<file path="src/rtl/controlador_cajero_param_if.sv">
// controlador_cajero_param_if: cajero I/O bundle (card, PIN entry, transaction request, status)
interface controlador_cajero_param_if #(
  parameter int N_DIGITOS = 4,
  parameter int MONTO_W = 32,
  parameter int BAL_W = 64
);
  logic tarjeta_recibida;
  logic tipo_tarjeta;
  logic [4*N_DIGITOS-1:0] pin;
  logic [3:0] digito;
  logic digito_stb;
  logic tipo_transaccion;
  logic [MONTO_W-1:0] monto;
  logic monto_stb;
  logic balance_actualizado;
  logic entregar_dinero;
  logic fondos_insuficientes;
  logic pin_incorrecto;
  logic comision;
  logic advertencia;
  logic bloqueo;
  logic [BAL_W-1:0] balance;
  logic [2:0] estado;
  modport master (
    output tarjeta_recibida, tipo_tarjeta, pin, digito, digito_stb, tipo_transaccion, monto, monto_stb,
    input balance_actualizado, entregar_dinero, fondos_insuficientes, pin_incorrecto, comision,
    input advertencia, bloqueo, balance, estado
  );
  modport slave (
    input tarjeta_recibida, tipo_tarjeta, pin, digito, digito_stb, tipo_transaccion, monto, monto_stb,
    output balance_actualizado, entregar_dinero, fondos_insuficientes, pin_incorrecto, comision,
    output advertencia, bloqueo, balance, estado
  );
endinterface

</file>
<file path="src/rtl/controlador_cajero_param.sv">
// controlador_cajero_param: ATM controller with PIN check, lockout, idle timeout and fee-aware deposits/withdrawals
module controlador_cajero_param #(
  parameter int N_DIGITOS = 4,
  parameter int MONTO_W = 32,
  parameter int BAL_W = 64,
  parameter int MAX_INTENTOS = 3,
  parameter int COMISION_VAL = 10,
  parameter logic [BAL_W-1:0] BALANCE_INI = BAL_W'(50000),
  parameter int TIMEOUT = 1000
) (
  input logic clk,
  input logic rst,
  controlador_cajero_param_if.slave bus
);
  localparam int PW = 4 * N_DIGITOS;
  localparam int AW = $clog2(MAX_INTENTOS + 1);
  localparam int TW = $clog2(TIMEOUT + 1);
  typedef enum logic [2:0] {
    ESPERA_TARJETA = 3'd0,
    LEER_PIN = 3'd1,
    ESPERA_MONTO = 3'd2,
    FIN = 3'd3,
    BLOQUEO = 3'd4
  } estado_t;
  estado_t st;
  logic dig_q, mon_q, tipo_l;
  logic [PW-1:0] pin_l, entry, entry_n;
  logic [3:0] cnt;
  logic [AW-1:0] att, att_n;
  logic [TW-1:0] idle;
  logic [BAL_W-1:0] bal;
  logic [BAL_W:0] fee, cost, sum, dep_new;
  logic dig_e, mon_e, timeout, wd_ok, dep_low, dep_sat;
  assign dig_e = bus.digito_stb & ~dig_q;
  assign mon_e = bus.monto_stb & ~mon_q;
  assign entry_n = PW'({entry, bus.digito});
  assign att_n = att + AW'(1);
  assign timeout = idle == TW'(TIMEOUT - 1);
  assign fee = tipo_l ? (BAL_W+1)'(COMISION_VAL) : '0;
  assign cost = (BAL_W+1)'(bus.monto) + fee;
  assign sum = {1'b0, bal} + (BAL_W+1)'(bus.monto);
  assign dep_new = sum - fee;
  assign wd_ok = cost <= {1'b0, bal};
  assign dep_low = sum < fee;
  assign dep_sat = dep_new[BAL_W];
  assign bus.balance = bal;
  assign bus.estado = st;
  always_ff @(posedge clk or negedge rst) begin
    if (!rst) begin
      st <= ESPERA_TARJETA;
      bal <= BALANCE_INI;
      att <= '0;
      idle <= '0;
      cnt <= '0;
      entry <= '0;
      pin_l <= '0;
      tipo_l <= 1'b0;
      dig_q <= 1'b0;
      mon_q <= 1'b0;
      bus.balance_actualizado <= 1'b0;
      bus.entregar_dinero <= 1'b0;
      bus.fondos_insuficientes <= 1'b0;
      bus.pin_incorrecto <= 1'b0;
      bus.comision <= 1'b0;
      bus.advertencia <= 1'b0;
      bus.bloqueo <= 1'b0;
    end else begin
      dig_q <= bus.digito_stb;
      mon_q <= bus.monto_stb;
      idle <= '0;
      bus.balance_actualizado <= 1'b0;
      bus.entregar_dinero <= 1'b0;
      bus.fondos_insuficientes <= 1'b0;
      bus.pin_incorrecto <= 1'b0;
      bus.comision <= 1'b0;
      case (st)
        ESPERA_TARJETA:
          if (bus.tarjeta_recibida) begin
            pin_l <= bus.pin;
            tipo_l <= bus.tipo_tarjeta;
            cnt <= '0;
            st <= LEER_PIN;
          end else begin
            att <= '0;
            bus.advertencia <= 1'b0;
          end
        LEER_PIN:
          if (!bus.tarjeta_recibida) begin
            st <= ESPERA_TARJETA;
            att <= '0;
            bus.advertencia <= 1'b0;
          end else if (dig_e) begin
            entry <= entry_n;
            cnt <= cnt + 4'd1;
            if (cnt == 4'(N_DIGITOS - 1)) begin
              cnt <= '0;
              if (entry_n == pin_l) begin
                att <= '0;
                bus.advertencia <= 1'b0;
                st <= ESPERA_MONTO;
              end else begin
                att <= att_n;
                bus.pin_incorrecto <= 1'b1;
                if (att_n == AW'(MAX_INTENTOS - 1)) bus.advertencia <= 1'b1;
                if (att_n == AW'(MAX_INTENTOS)) begin
                  bus.bloqueo <= 1'b1;
                  st <= BLOQUEO;
                end
              end
            end
          end else if (timeout) st <= ESPERA_TARJETA;
          else idle <= idle + TW'(1);
        ESPERA_MONTO:
          if (!bus.tarjeta_recibida) begin
            st <= ESPERA_TARJETA;
            att <= '0;
            bus.advertencia <= 1'b0;
          end else if (mon_e) begin
            st <= FIN;
            if (bus.tipo_transaccion) begin
              if (wd_ok) begin
                bal <= bal - cost[BAL_W-1:0];
                bus.entregar_dinero <= 1'b1;
                bus.balance_actualizado <= 1'b1;
                bus.comision <= tipo_l;
              end else bus.fondos_insuficientes <= 1'b1;
            end else if (dep_low) bus.fondos_insuficientes <= 1'b1;
            else begin
              bal <= dep_sat ? '1 : dep_new[BAL_W-1:0];
              bus.balance_actualizado <= 1'b1;
              bus.comision <= tipo_l;
            end
          end else if (timeout) st <= ESPERA_TARJETA;
          else idle <= idle + TW'(1);
        FIN:
          if (!bus.tarjeta_recibida) st <= ESPERA_TARJETA;
        BLOQUEO: ;
        default: st <= ESPERA_TARJETA;
      endcase
    end
  end
endmodule
</file>
<file path="src/flat_wrapper.sv">
// flat-port wrapper written by rule: the top's interface ports become plain ports
module controlador_cajero_param_flat 
#(
  parameter int N_DIGITOS = 4,
  parameter int MONTO_W = 32,
  parameter int BAL_W = 64,
  parameter int MAX_INTENTOS = 3,
  parameter int COMISION_VAL = 10,
  parameter logic [BAL_W-1:0] BALANCE_INI = BAL_W'(50000),
  parameter int TIMEOUT = 1000
)
  (clk, rst, bus_tarjeta_recibida, bus_tipo_tarjeta, bus_pin, bus_digito, bus_digito_stb, bus_tipo_transaccion, bus_monto, bus_monto_stb, bus_balance_actualizado, bus_entregar_dinero, bus_fondos_insuficientes, bus_pin_incorrecto, bus_comision, bus_advertencia, bus_bloqueo, bus_balance, bus_estado);
  controlador_cajero_param_if #(.N_DIGITOS(N_DIGITOS), .MONTO_W(MONTO_W), .BAL_W(BAL_W)) bus_i ();
  input logic clk;
  input logic rst;
  input wire logic [$bits(bus_i.tarjeta_recibida)-1:0] bus_tarjeta_recibida;
  input wire logic [$bits(bus_i.tipo_tarjeta)-1:0] bus_tipo_tarjeta;
  input wire logic [$bits(bus_i.pin)-1:0] bus_pin;
  input wire logic [$bits(bus_i.digito)-1:0] bus_digito;
  input wire logic [$bits(bus_i.digito_stb)-1:0] bus_digito_stb;
  input wire logic [$bits(bus_i.tipo_transaccion)-1:0] bus_tipo_transaccion;
  input wire logic [$bits(bus_i.monto)-1:0] bus_monto;
  input wire logic [$bits(bus_i.monto_stb)-1:0] bus_monto_stb;
  output wire logic [$bits(bus_i.balance_actualizado)-1:0] bus_balance_actualizado;
  output wire logic [$bits(bus_i.entregar_dinero)-1:0] bus_entregar_dinero;
  output wire logic [$bits(bus_i.fondos_insuficientes)-1:0] bus_fondos_insuficientes;
  output wire logic [$bits(bus_i.pin_incorrecto)-1:0] bus_pin_incorrecto;
  output wire logic [$bits(bus_i.comision)-1:0] bus_comision;
  output wire logic [$bits(bus_i.advertencia)-1:0] bus_advertencia;
  output wire logic [$bits(bus_i.bloqueo)-1:0] bus_bloqueo;
  output wire logic [$bits(bus_i.balance)-1:0] bus_balance;
  output wire logic [$bits(bus_i.estado)-1:0] bus_estado;
  assign bus_i.tarjeta_recibida = bus_tarjeta_recibida;
  assign bus_i.tipo_tarjeta = bus_tipo_tarjeta;
  assign bus_i.pin = bus_pin;
  assign bus_i.digito = bus_digito;
  assign bus_i.digito_stb = bus_digito_stb;
  assign bus_i.tipo_transaccion = bus_tipo_transaccion;
  assign bus_i.monto = bus_monto;
  assign bus_i.monto_stb = bus_monto_stb;
  assign bus_balance_actualizado = bus_i.balance_actualizado;
  assign bus_entregar_dinero = bus_i.entregar_dinero;
  assign bus_fondos_insuficientes = bus_i.fondos_insuficientes;
  assign bus_pin_incorrecto = bus_i.pin_incorrecto;
  assign bus_comision = bus_i.comision;
  assign bus_advertencia = bus_i.advertencia;
  assign bus_bloqueo = bus_i.bloqueo;
  assign bus_balance = bus_i.balance;
  assign bus_estado = bus_i.estado;
  controlador_cajero_param #(.N_DIGITOS(N_DIGITOS), .MONTO_W(MONTO_W), .BAL_W(BAL_W), .MAX_INTENTOS(MAX_INTENTOS), .COMISION_VAL(COMISION_VAL), .BALANCE_INI(BALANCE_INI), .TIMEOUT(TIMEOUT)) u_core (.clk(clk), .rst(rst), .bus(bus_i));
endmodule
</file>
<file path="config.mk">
export PLATFORM = sky130hd
export DESIGN_NAME = controlador_cajero_param_flat
export DESIGN_NICKNAME = d
export VERILOG_FILES = /design/src/rtl/controlador_cajero_param_if.sv /design/src/rtl/controlador_cajero_param.sv /design/src/flat_wrapper.sv
export SDC_FILE = /design/constraint.sdc
export NUM_CORES = 1
export LEC_CHECK = 0
export ABC_AREA = 1
export ABC_CLOCK_PERIOD_IN_PS = 4850
export CAP_MARGIN = 20
export CELL_PAD_IN_SITES_DETAIL_PLACEMENT = 1
export CELL_PAD_IN_SITES_GLOBAL_PLACEMENT = 1
export CORE_MARGIN = 4
export CORE_UTILIZATION = 37
export DETAILED_ROUTE_END_ITERATION = 8
export GPL_TIMING_DRIVEN = 0
export PLACE_DENSITY_LB_ADDON = 0.15
export REMOVE_ABC_BUFFERS = 1
export SYNTH_ARGS = -nofsm -noshare
export SYNTH_HDL_FRONTEND = slang
export SYNTH_SLANG_ARGS = --single-unit
</file>
<file path="constraint.sdc">
create_clock -name clk -period 4.85 [get_ports clk]
set_clock_uncertainty 0.1 [all_clocks]
set_input_delay 0.7275 -clock clk [delete_from_list [all_inputs] [get_ports clk]]
set_output_delay 0.7275 -clock clk [all_outputs]
set_load 0.01 [all_outputs]
</file>
# After elaboration in Yosys (flattened, before gate mapping)
# Cells that the tools add are included.
[word_totals]
register_bits = 121
out_inout_bits = 74
elab_cells = 132
[classes]
n_addsub = 7
n_lt_le_gt_ge = 2
n_eq_ne = 21
mux = 67
n_bitwise = 6
reduce_logical = 12
[ops]
columns = ["cell", "n"]
rows = [
  ["$mux 64", 4],
  ["$add 32x65->65", 1],
  ["$add 64x32->65", 1],
  ["$le 65x64->1", 1],
  ["$lt 65x65->1", 1],
  ["$sub 65x65->65", 1],
  ["$sub 64x64->64", 1],
  ["$mux 10", 5],
  ["$mux 1", 33],
  ["$mux 3", 10],
  ["$mux 4", 5],
  ["$pmux 10 s2", 1],
  ["$eq 16x16->1", 1],
  ["$pmux 3 s5", 1],
  ["$reduce_and 5->1", 3],
  ["$add 10x1->10 const B", 1],
  ["$eq 10x10->1 const B", 1],
  ["$mux 2", 5],
  ["$ne 2x2->1 const B", 5],
  ["$pmux 4 s2", 1],
  ["$reduce_and 4->1", 2],
  ["$eq 3x2->1 const B", 2],
  ["$ne 3x2->1 const B", 2],
  ["$reduce_and 6->1", 1],
  ["19 further kinds", 26],
]

# Depth between registers and ports, before layout
[depth]
ltp_word = 8
ltp_mapped = 36

# Worst setup path after synthesis
# Ideal clock, no wire load.
[synth_timing]
path_type = "input to register"
from = "input bus_monto[3]"
to = "register u_core.bal[10] (netlist: u_core.bus.balance[10])"
setup_time_ps = 117
arrival_time_ps = 4770
required_time_ps = 4633
setup_slack_ps = -137
cell_stages = 34
path_cell_list = "ha_1 > nand3_1 > nand2_1 > nand2_1 > nor2_1 > nand4_1 > nor2_1 > nand3_1 > nor3_1 > nand2_1 > nor2_1 > nand2_1 > nor2_1 > nand2_1 > nor2_1 > nand2_1 > xor2_1 > inv_1 > ha_1 > clkbuf_1 > nand2_1 > nor2_1 > inv_1 > nor2_1 > nand2_1 > o21ai_0 > nand2_1 > nand2_1 > nand3_1 > nand3_2 > inv_2 > buf_2 > nand2_1 > nand2_1"
[synth_between]
elab_chain_len = 5
word_cells_on_any_way = 13
cone_classes = "add/sub (4); order compare (2); eq/ne (2); mux (4); reduce/logical (1)"
[synth_lines]
columns = ["item", "line_no", "rtl"]
rows = [
  ["start, declared", "flat_wrapper.sv:22", "input wire logic [$bits(bus_i.monto)-1:0] bus_monto;"],
  ["$add 64x32->65", "controlador_cajero_param.sv:41", "assign sum = {1'b0, bal} + (BAL_W+1)'(bus.monto);"],
  ["$sub 65x65->65", "controlador_cajero_param.sv:42", "assign dep_new = sum - fee;"],
  ["$mux 64", "controlador_cajero_param.sv:129", "bal <= dep_sat ? '1 : dep_new[BAL_W-1:0];"],
  ["$mux 64", "controlador_cajero_param.sv:127", "end else if (dep_low) bus.fondos_insuficientes <= 1'b1;"],
  ["$mux 64", "controlador_cajero_param.sv:120", "if (bus.tipo_transaccion) begin"],
  ["end signal, assigned", "controlador_cajero_param.sv:122", "bal <= bal - cost[BAL_W-1:0];"],
  ["end signal, assigned", "controlador_cajero_param.sv:129", ""],
  ["end, declared", "controlador_cajero_param.sv:31", "logic [BAL_W-1:0] bal;"],
]
# Several ways; a longest one is shown, not always the timed one. The select of a mux whose other input is x is not followed.
# A chain may end at the register's enable or synchronous reset.

# Worst setup path in the final report
[layout_timing]
from = "register u_core.tipo_l"
to = "register u_core.bal[17] (netlist: u_core.bus.balance[17])"
[layout_between]
elab_chain_len = 5
word_cells_on_any_way = 13
cone_classes = "add/sub (3); order compare (2); eq/ne (2); mux (5); reduce/logical (1)"
[layout_lines]
columns = ["item", "line_no", "rtl"]
rows = [
  ["start, declared", "controlador_cajero_param.sv:26", "logic dig_q, mon_q, tipo_l;"],
  ["start signal, assigned", "controlador_cajero_param.sv:80", "tipo_l <= bus.tipo_tarjeta;"],
  ["$mux 4 *", "controlador_cajero_param.sv:39", "assign fee = tipo_l ? (BAL_W+1)'(COMISION_VAL) : '0;"],
  ["$add 32x65->65 or $sub 65x65->65 (tied branches)", "controlador_cajero_param.sv:40, controlador_cajero_param.sv:42", ""],
  ["$le 65x64->1 (tied with other cells)", "controlador_cajero_param.sv:43", "assign wd_ok = cost <= {1'b0, bal};"],
  ["$ne 2x1->1 (no source line) (tied with other cells)", "-", ""],
  ["$reduce_and 5->1 (no source line) or $mux 64 (tied branches)", "-", ""],
]
# Mark *: on every way between the ends. The rest lies on a longest branch, timed or not. The select of a mux whose other input is x is not followed.

==> impl_metrics.tcl <==
set metrics [dict create \
    path_depth 33 \
    synthesis.area_per_instance_um2 5.49 \
    cp.buffers_inverters 5 \
    cts.reportedPaths.clkPinSlew_ns 0.07 \
    power-per-cell-area_nw_per_um2 223 \
    period_needed_ns 5.17 \
    place_hpwl_um 66000 \
    tritoncts "done" \
    route.detailed.wl_per_inst_um 21.7 \
    worst-path-max-fanout 11 \
    timing_worst_setup_path_type "reg -> reg" \
    synth.ff_latch_count 121 \
    postSynth.asyncResetShare_pct 100 \
    slew_violations 0 \
    power.static_leakage_nw 11.6 \
    setup_repair_after_global_routing_missed_its_margin "yes" \
    timing.critical_path.to_type "register" \
    place_area_um2 19200 \
    area.sequential_um2 3040 \
    final_hold_viol_count 0 \
    worst_slew_pin_slew_ns 1.02 \
    crit_required_ns 5.13 \
    power_w 0.00480 \
    number_of_buffers_inserted_by_port_buffering 132 \
    timing.reg2reg.setup_slack_ns -0.32 \
    slew_headroom_pct 31.5 \
    failing_checks "negative setup slack" \
    crit_path_from "u_core.tipo_l" \
    clk_latency_ns 0.51 \
    ys_warn_count 0 \
    path_common_cell "nor2_4" \
    drtAntennaViolNets 0 \
    detail_route.wirelength_um 85800 \
    antenna_violations_before_repair 0 \
    die_height_um 224 \
    critical_path.reg2reg.startpoint "u_core.tipo_l" \
    rows 79 \
    grt_pass1_wl_um 128000 \
    grt_pass1_vias 22191 \
    r2r.worst_path.cells 33 \
    area_growth_pct 24.2 \
    top_level_ports 133 \
    timing.critical_path.max_delay_family "simple AND/OR/NAND/NOR gates" \
    crit_slowest_cell "dfrtp_2" \
    yosys.area.top_type_share_pct 24.7 \
    die_area_um2 50400 \
    n_antenna_cell 0 \
    first_iter_violations 1510 \
    finish.net_count 3498 \
    area_of_the_core_um2 46500 \
    number_of_fillers_in_the_final_layout 6461 \
    post_synthesis_sequential_area_ratio_pct 17.5 \
    min-delay-path-class "in -> async" \
    rr_endpoint "u_core.bus.balance[17]" \
    post_synth_num_cell_types 55 \
    finish.utilization_pct 46.4 \
    slowest_delay_ns 0.46 \
    worst_setup_path_start_kind "register" \
    synthTopCellsByArea "nand2_1, dfrtp_1, inv_1" \
    place_congestion 1.02 \
    cts_root_buffer "clkbuf_16" \
    clock.fmax_ghz 0.194 \
    multi_input_comb_area_um2 12800 \
    fraction_of_final_layout_cells_with_drive_strength_greater_than_1_pct 12.2 \
    synthCells 3161 \
    final_design_area_no_fill_um2 21500 \
    die-width_um 224 \
    finalWorstSetupSlack_ns -0.315 \
    grt_start_max_net_pins 71 \
    numCtsBuffers 17 \
    grtUsageTotal_pct 33.1 \
    clock-sinks 121 \
    ranking_of_synthesized_cells_by_instance_count "nand2_1, inv_1, nor2_1, nand3_1, a21oi_1" \
    h-tree-depth 4 \
    critical_path.endpoint "u_core.bus.balance[17]" \
    run_status "complete, but fails checks" \
    finalSetupViolations 67 \
    maxCapViolations 0 \
    wp_data_arrival_ns 5.45 \
    yosys.area.top_type "nand2_1" \
    worst_ir_drop_vdd_mv 0.252 \
    drt_pre_antenna_iters 5 \
    global_route.overflow_total 0 \
    initial_core_util_pct 37.3 \
    syn-cell-area_um2 17300 \
    clock_buffer_depth 2 \
    finalCritPeriodShare_pct 107 \
    synth_most_common_cell "nand2_1" \
    route.detailed.vias_per_inst 5.44 \
    drc 0 \
    cts-hold-fix-buffers 0 \
    synth_edf_count 0 \
    via_count_of_the_routed_design 21464 \
    postSynth.topFlopCell "dfrtp_1" \
]
[kinds of logic after synthesis]
group                      synth area share [%]
and+or+nand+nor                            47.2
buffers and inverters                      14.1
AOI/OAI and AO/OA                          9.76
DFF                                        17.5
adders and majority gates                  8.02
xor gates and xnor gates                   3.38
muxes                                    0.0577
[state kept, by name, summed over array words and instances (netlist names), 2 cells and up]
register	cells
u_core.att	2
u_core.bus.balance	64
u_core.bus.estado	3
u_core.cnt	4
u_core.entry	12
u_core.idle	10
u_core.pin_l	16
[final cells by class]
type / count / area share (%)
tap: 607 / 3.53
multi-input combinational: 2423 / 59.6
inverter: 557 / 9.84
sequential: 121 / 14.1
clock buffer: 17 / 1.98
timing repair buffer: 207 / 10.2
timing repair inverter: 2 / 0.0929
clock inverter: 14 / 0.651
[what timing repair did]
| item | CTS | global route |
|---|---|---|
| setup endpoints to repair | 68 | 68 |
| pin swaps | 39 | 63 |
| gates resized for setup | 170 | 110 |
| buffers inserted | 37 | 24 |
| endpoints found under the hold margin | 0 | 0 |
| cloned | 6 | 5 |
[layer usage]
layer / vias to the layer above / share of wire (%) / global-route usage, %
met2: 686 / 46 / 54.8
met1: 10438 / 44 / 44.3
met3: 170 / 6.4 / 4.55
met4: 0 / 3.9 / 11.6
li1: 10170 / - / -
met5: - / 0 / 0
[where the power goes]
group	switching [W]	internal [W]
registers	0.000195	0.00118
clock network	0.000652	0.000716
logic	0.00133	0.000735
total	0.00217	0.00263
[worst min path at each step]
stage / from / end / slack, ns / cells past startpoint
3_3_place_gp: u_core.bus.bloqueo / u_core.bus.bloqueo / 0.34 / 1
5_1_grt: rst / u_core.bus.balance[23] / 0.10 / 1
4_1_cts: rst / u_core.bus.balance[26] / 0.07 / 1
6_report: rst / u_core.bus.balance[23] / 0.06 / 1
2_1_floorplan: rst / u_core.att[0] / 0.33 / 0
3_5_place_dp: u_core.bus.bloqueo / u_core.bus.bloqueo / 0.35 / 1
[layout by cell type (no fill, tap or decap), types with 7 or more instances in the layout]
| master | n |
|---|---|
| a21oi_1 | 124 |
| a21oi_2 | 17 |
| a31oi_1 | 7 |
| buf_12 | 8 |
| buf_16 | 8 |
| buf_4 | 50 |
| buf_6 | 7 |
| clkbuf_16 | 19 |
| clkdlybuf4s50_1 | 126 |
| clkinv_1 | 7 |
| dfrtp_1 | 114 |
| ha_1 | 95 |
| ha_4 | 11 |
| inv_1 | 503 |
| inv_2 | 45 |
| inv_6 | 7 |
| nand2_1 | 1084 |
| nand2_2 | 43 |
| nand2_4 | 23 |
| nand3_1 | 201 |
| nand3_2 | 38 |
| nand3b_1 | 10 |
| nand4_1 | 62 |
| nor2_1 | 338 |
| nor2_2 | 37 |
| nor2_4 | 21 |
| nor3_1 | 36 |
| nor4_1 | 9 |
| o21ai_0 | 99 |
| o21ai_1 | 13 |
| o21ai_2 | 11 |
| xnor2_1 | 21 |
| xor2_1 | 40 |
[per-stage QoR]
step	hold WS, ns	TNS (ns)	worst slack [ns]	instances
finish	0.0593	-17.28	-0.315	3948
global route	0.101	-32.49	-0.573	3948
CTS	0.0704	-26.67	-0.447	3919
detailed placement	0.350	-229.88	-3.65	3845
global placement	0.343	-668.87	-5.87	3838
floorplan	0.332	-74.36	-1.23	3099
No activity file was read; power rests on OpenSTA's default activity.
